`config.mk`:
```
export PLATFORM = sky130hd
export DESIGN_NAME = senone_max_tracker
export DESIGN_NICKNAME = d
export VERILOG_FILES = /design/src/rtl/senone_max_tracker.sv
export SDC_FILE = /design/constraint.sdc
export NUM_CORES = 1
export LEC_CHECK = 0
export CORE_ASPECT_RATIO = 0.7
export CORE_UTILIZATION = 57
export DETAILED_ROUTE_END_ITERATION = 10
export DONT_BUFFER_PORTS = 1
export HOLD_SLACK_MARGIN = 0.06
export PLACE_DENSITY = 0.75
export SLEW_MARGIN = 20
export SYNTH_ARGS = -nofsm -noshare
export SYNTH_HDL_FRONTEND = slang
export SYNTH_SLANG_ARGS = --single-unit
```
`constraint.sdc`:
```
create_clock -name clk -period 2.8 [get_ports clk]
set_clock_uncertainty 0.05 [all_clocks]
set_input_delay 0.84 -clock clk [delete_from_list [all_inputs] [get_ports clk]]
set_output_delay 0.84 -clock clk [all_outputs]
set_load 0.01 [all_outputs]
```
`src/rtl/senone_max_tracker.sv`:
```
// Streaming senone score maximiser: tracks best score, its first in-frame index and beat count per frame.
// Optional beam threshold output enabled by defining SENONE_BEAM_THRESH_EN.
module senone_max_tracker #(
   parameter int SCORE_W = 16,
   parameter int IDX_W   = 13,
   parameter int BEAM    = 1024
) (
   input  logic               clk,
   input  logic               reset,
   input  logic               frame_clear,
   input  logic               score_valid,
   input  logic               score_last,
   input  logic [SCORE_W-1:0] score_in,
   output logic [SCORE_W-1:0] best_score,
   output logic [IDX_W-1:0]   best_index,
   output logic [IDX_W-1:0]   beat_count,
   output logic               busy,
   output logic               max_done,
   output logic               idx_overflow,
   output logic [SCORE_W-1:0] beam_thresh
);

   typedef enum logic [1:0] {
      IDLE,
      ACCUM,
      DONE
   } state_t;

   localparam logic [SCORE_W-1:0] SCORE_MIN = {1'b1, {(SCORE_W-1){1'b0}}};
   localparam logic [IDX_W-1:0]   IDX_MAX   = '1;
   localparam logic [IDX_W-1:0]   IDX_ONE   = {{(IDX_W-1){1'b0}}, 1'b1};

   if (BEAM < 0 || BEAM >= 2 ** (SCORE_W - 1)) begin : g_beam_range
      $error("senone_max_tracker: BEAM out of range");
   end

   state_t             state_q, state_d;
   logic [SCORE_W-1:0] best_score_q, best_score_d;
   logic [IDX_W-1:0]   best_index_q, best_index_d;
   logic [IDX_W-1:0]   beat_count_q, beat_count_d;
   logic               idx_overflow_q, idx_overflow_d;
   logic               max_done_q, max_done_d;

   always_ff @(posedge clk) begin
      if (reset) begin
         state_q        <= IDLE;
         best_score_q   <= SCORE_MIN;
         best_index_q   <= '0;
         beat_count_q   <= '0;
         idx_overflow_q <= 1'b0;
         max_done_q     <= 1'b0;
      end else begin
         state_q        <= state_d;
         best_score_q   <= best_score_d;
         best_index_q   <= best_index_d;
         beat_count_q   <= beat_count_d;
         idx_overflow_q <= idx_overflow_d;
         max_done_q     <= max_done_d;
      end
   end

   // A valid beat always advances the frame; score_last decides whether it closes it.
   always_comb begin
      state_d = state_q;
      if (frame_clear) begin
         state_d = IDLE;
      end else if (score_valid) begin
         state_d = score_last ? DONE : ACCUM;
      end
   end

   always_comb begin
      best_score_d   = best_score_q;
      best_index_d   = best_index_q;
      beat_count_d   = beat_count_q;
      idx_overflow_d = idx_overflow_q;
      max_done_d     = 1'b0;
      if (frame_clear) begin
         best_score_d   = SCORE_MIN;
         best_index_d   = '0;
         beat_count_d   = '0;
         idx_overflow_d = 1'b0;
      end else if (score_valid) begin
         max_done_d = score_last;
         if (state_q != ACCUM) begin
            best_score_d   = score_in;
            best_index_d   = '0;
            beat_count_d   = IDX_ONE;
            idx_overflow_d = 1'b0;
         end else begin
            // Strict compare keeps the earliest index on ties; the counter pins at its max on overflow.
            if ($signed(score_in) > $signed(best_score_q)) begin
               best_score_d = score_in;
               best_index_d = beat_count_q;
            end
            if (beat_count_q == IDX_MAX) begin
               idx_overflow_d = 1'b1;
            end else begin
               beat_count_d = beat_count_q + IDX_ONE;
            end
         end
      end
   end

   always_comb begin
      busy         = (state_q == ACCUM);
      max_done     = max_done_q;
      best_score   = best_score_q;
      best_index   = best_index_q;
      beat_count   = beat_count_q;
      idx_overflow = idx_overflow_q;
   end

`ifdef SENONE_BEAM_THRESH_EN
   localparam logic [SCORE_W:0] BEAM_EXT = (SCORE_W + 1)'(BEAM);

   logic [SCORE_W:0]   beam_diff;
   logic [SCORE_W-1:0] beam_thresh_q, beam_thresh_d;

   // Derived from the next best score so the threshold lands in the same cycle as best_score.
   always_comb begin
      beam_diff     = {best_score_d[SCORE_W-1], best_score_d} - BEAM_EXT;
      beam_thresh_d = beam_diff[SCORE_W-1:0];
      if (beam_diff[SCORE_W] != beam_diff[SCORE_W-1]) begin
         beam_thresh_d = SCORE_MIN;
      end
   end

   always_ff @(posedge clk) begin
      if (reset) begin
         beam_thresh_q <= SCORE_MIN;
      end else begin
         beam_thresh_q <= beam_thresh_d;
      end
   end

   assign beam_thresh = beam_thresh_q;
`else
   assign beam_thresh = SCORE_MIN;
`endif

endmodule

```
==> summary.md <==
| Metric | Value |
|---|---|
| Final Max Tran Viols | 0 |
| RSZ-0062 raised after global routing | false |
| Initial drt markers | 115 |
| CTS tree | yes |
| CP max stage delay | about 0.52 ns |
| Largest net degree at the start of global routing | 43 |
| I/O Pins | 82 |
| H-tree depth | 2 |
| DPL Wire Length | 3930 um |
| Critical Path Start | score_in[7] |
| Data required, critical path | 2.93 ns |
| PD cells | ~560 nW/um^2 |
| Synth cell types | 41 |
| Final Cycle Share | 0.932 |
| Share of layout cells above drive strength 1 | 0.0831 |
| Sequence of cells on the critical path | ha_1, a21oi_1, o21ai_1, a2111o_1, o311a_4, o21ai_0, a21oi_1 |
| Most used cell, CP | a21oi_1 |
| Clock Latency Late Sink | 0.31 ns |
| Fill count | 347 |
| Cts bufs inserted | 5 |
| Yosys top cell by area | dfxtp_1 |
| Internal Pwr Total | approximately 0.0011 W |
| Fin. Hold Viols | 0 |
| YS warnings | 0 |
| Chip width | slightly above 80 um |
| Post-Synthesis Cells | 301 |
| Tmin final | 2.61 ns |
| Crit Reg-Reg Startpoint | best_score[14]$_SDFFE_PP0P_ |
| Number of global-route vias before repair | 1828 |
| Starting Density | 0.611 |
| GR Overflow Total | 0 |
| Setup TNS | 0 ns |
| Synth top area share | 0.375 |
| CTS Buffer Depth | 2 |
| GRT Util Overall | 0.255 |
| Tightest Hold Check Type | reg -> reg |
| Die area | 4580 sq um |
| Crit path DAT | 2.74 ns |
| Row cnt | 19 |
| Worst Max-Slew Pin Slew | 0.697 ns |
| Post_cts resized | 0 |
| Leakage | 0.929 nW |
| Crit start category | input port |
| Peak VDD IR | 0.384 mV |
| Pre-antenna DRT Iters | 4 |
| Outcome | completed |
| Post-route DRC | 0 |
| PortBufs | 0 |
| Routed wire per std cell | between 15 and 20 um |
| CP Max Fanout | 21 |
| Vias per inst | approximately 5.9 |
| Net count, final | roughly 340 |
| Final hold slack | 0.423 ns |
| Antenna viol nets, final | 0 |
| # setup viols final | 0 |
| Clk sinks | 46 |
| Synth area leaders | dfxtp_1, ha_1, nand3_1 |
| Die height | 56.9 um |
| CP Class | in -> reg |
| Seq/Total Area, Yosys | 0.375 |
| Post-synthesis register bit count | 46 |
| Sequential Power Share | 0.475 |
| Power share of the clock group | 0.413 |
| Final Util | 0.638 |
| Switch Pwr | 0.000361 W |
| Rel. slew slack | 0.532 |
| Antenna cells | 0 |
| Number of max-cap violations | 0 |
| Gate power share | 0.112 |
| First-pass GRT wire length | 8930 um |
| Clock-pin slew on the worst setup and hold paths | 0.09 ns |
| Sw frac | 0.251 |
| Antenna violations before repair | 0 |
| Placer Congestion | 0.871 |
| Routed wire length | 5720 um |
| Via count | 2066 |
| CP max stage cell | o311a_4 |
| Core Footprint | 4020 sq um |
| Min-delay src | state_q[1]$_SDFFE_PP0P_ |
| Avg Inst Size Synth | 8.16 sq um |
| Area growth syn-to-layout | 4.43% |
| Synthesized cell area | between 2000 and 2500 sq um |
| CP endpoint kind | flop |
| Clock root buffer | clkbuf_8 |
| Fmax | roughly 380 MHz |
## metal layers
metal,vias to the layer above,routed length (um),global-route usage
li1,1027,-,-
met1,936,2770,0.366
met2,94,2280,0.346
met3,9,604,0.111
met4,0,57,0.0663
met5,-,0,0
## power groups by stage
stage / sequential (W) / clock [W] / combinational, W
floorplan: 0.000695 / 0 / 0.000151
global placement: 0.000699 / 0 / 0.000146
detailed placement: 0.000699 / 0 / 0.000150
CTS: 0.000683 / 0.000602 / 0.000150
global route: 0.000686 / 0.000634 / 0.000183
finish: 0.000684 / 0.000594 / 0.000161
## sequential cells by signal, indices dropped and copies added (netlist names)
name,count
best_score,16
idx_overflow,1
best_index,13
state_q,2
beat_count,13
max_done,1
## cell type report
| type | instances | area [sq um] | share of cell area |
|---|---|---|---|
| multi-input cells | 220 | 1310 | 0.511 |
| flip-flops and latches | 46 | 921 | 0.359 |
| inverters | 19 | 71.3 | 0.0278 |
| clock buffers | 5 | 68.8 | 0.0268 |
| clock inverters | 3 | 68.8 | 0.0268 |
| well taps | 52 | 65.1 | 0.0254 |
| repair buffers | 8 | 60.1 | 0.0234 |
## per-stage QoR
step,std cells,worst slack (ns),total power [W],instance area [sq um]
floorplan,315,0.0844,0.000846,2510
global placement,342,-0.142,0.000845,2400
detailed placement,342,-0.234,0.000849,2400
CTS,350,0.0875,0.00144,2540
global route,353,0.0357,0.00150,2560
finish,353,0.191,0.00144,2560
## synth_stat cells (all sizes together)
cell type / n
or2: 1
nor4: 3
xnor2: 2
buf: 25
and2: 2
o31ai: 1
and3: 2
nor3: 5
a311oi: 1
nand2: 27
o21a: 1
a2111o: 1
a21oi: 32
nand2b: 2
and4: 2
or3: 8
o311a: 1
inv: 19
nand3: 34
conb: 2
o211ai: 1
a21boi: 2
ha: 17
dfxtp: 46
o21ai: 39
nor2: 10
clkbuf: 6
a211oi: 1
nand4: 4
nor2b: 3
o311ai: 1
## path summary, 6_finish.rpt
check                           slack, ns                         end  cells after the start
worst max-delay path                 0.19  best_score[1]$_SDFFE_PP0P_                      7
worst min-delay path                 0.42     state_q[1]$_SDFFE_PP0P_                      2
worst max register to register       0.24  best_score[1]$_SDFFE_PP0P_                      8
worst min register to register       0.42     state_q[1]$_SDFFE_PP0P_                      2
## kinds of logic (layout without fill, tap and decap cells)
kind of cell	after synthesis	in the layout	synth area share
buffers and inverters	50	35	0.118
AND/OR/NAND/NOR	103	103	0.219
other	2	16	0.00306
XOR/XNOR	2	2	0.00713
flip-flops	46	46	0.375
adder cells (fa/ha/maj)	17	17	0.0866
AO/OA/AOI/OAI	81	82	0.192
## worst max-delay path, delay by kind of cell
| family | cells | cell delay, ns |
|---|---|---|
| AOI/OAI and AO/OA | 6 | 1.58 |
| adders and majority gates | 1 | 0.30 |
## timing repair
item | 4_1_cts | 5_1_grt
hold buffers | 0 | 0
setup endpoints to repair | 0 | 4
setup buffers | 0 | 2
## cells in the final DEF, fill, tap and decap left out, types with 2 or more instances in the layout
| master | instances |
|---|---|
| a21oi_1 | 32 |
| and2_1 | 2 |
| and3_1 | 2 |
| and4_1 | 2 |
| buf_4 | 8 |
| bufinv_16 | 2 |
| clkbuf_8 | 5 |
| conb_1 | 16 |
| dfxtp_1 | 46 |
| ha_1 | 17 |
| inv_1 | 19 |
| nand2_1 | 27 |
| nand2b_1 | 2 |
| nand3_1 | 34 |
| nand4_1 | 3 |
| nor2_1 | 10 |
| nor2b_1 | 2 |
| nor3_1 | 4 |
| nor4_1 | 2 |
| o21ai_0 | 33 |
| o21ai_1 | 6 |
| or3_1 | 8 |
| xnor2_1 | 2 |
Power figures use the tool's default switching activity.
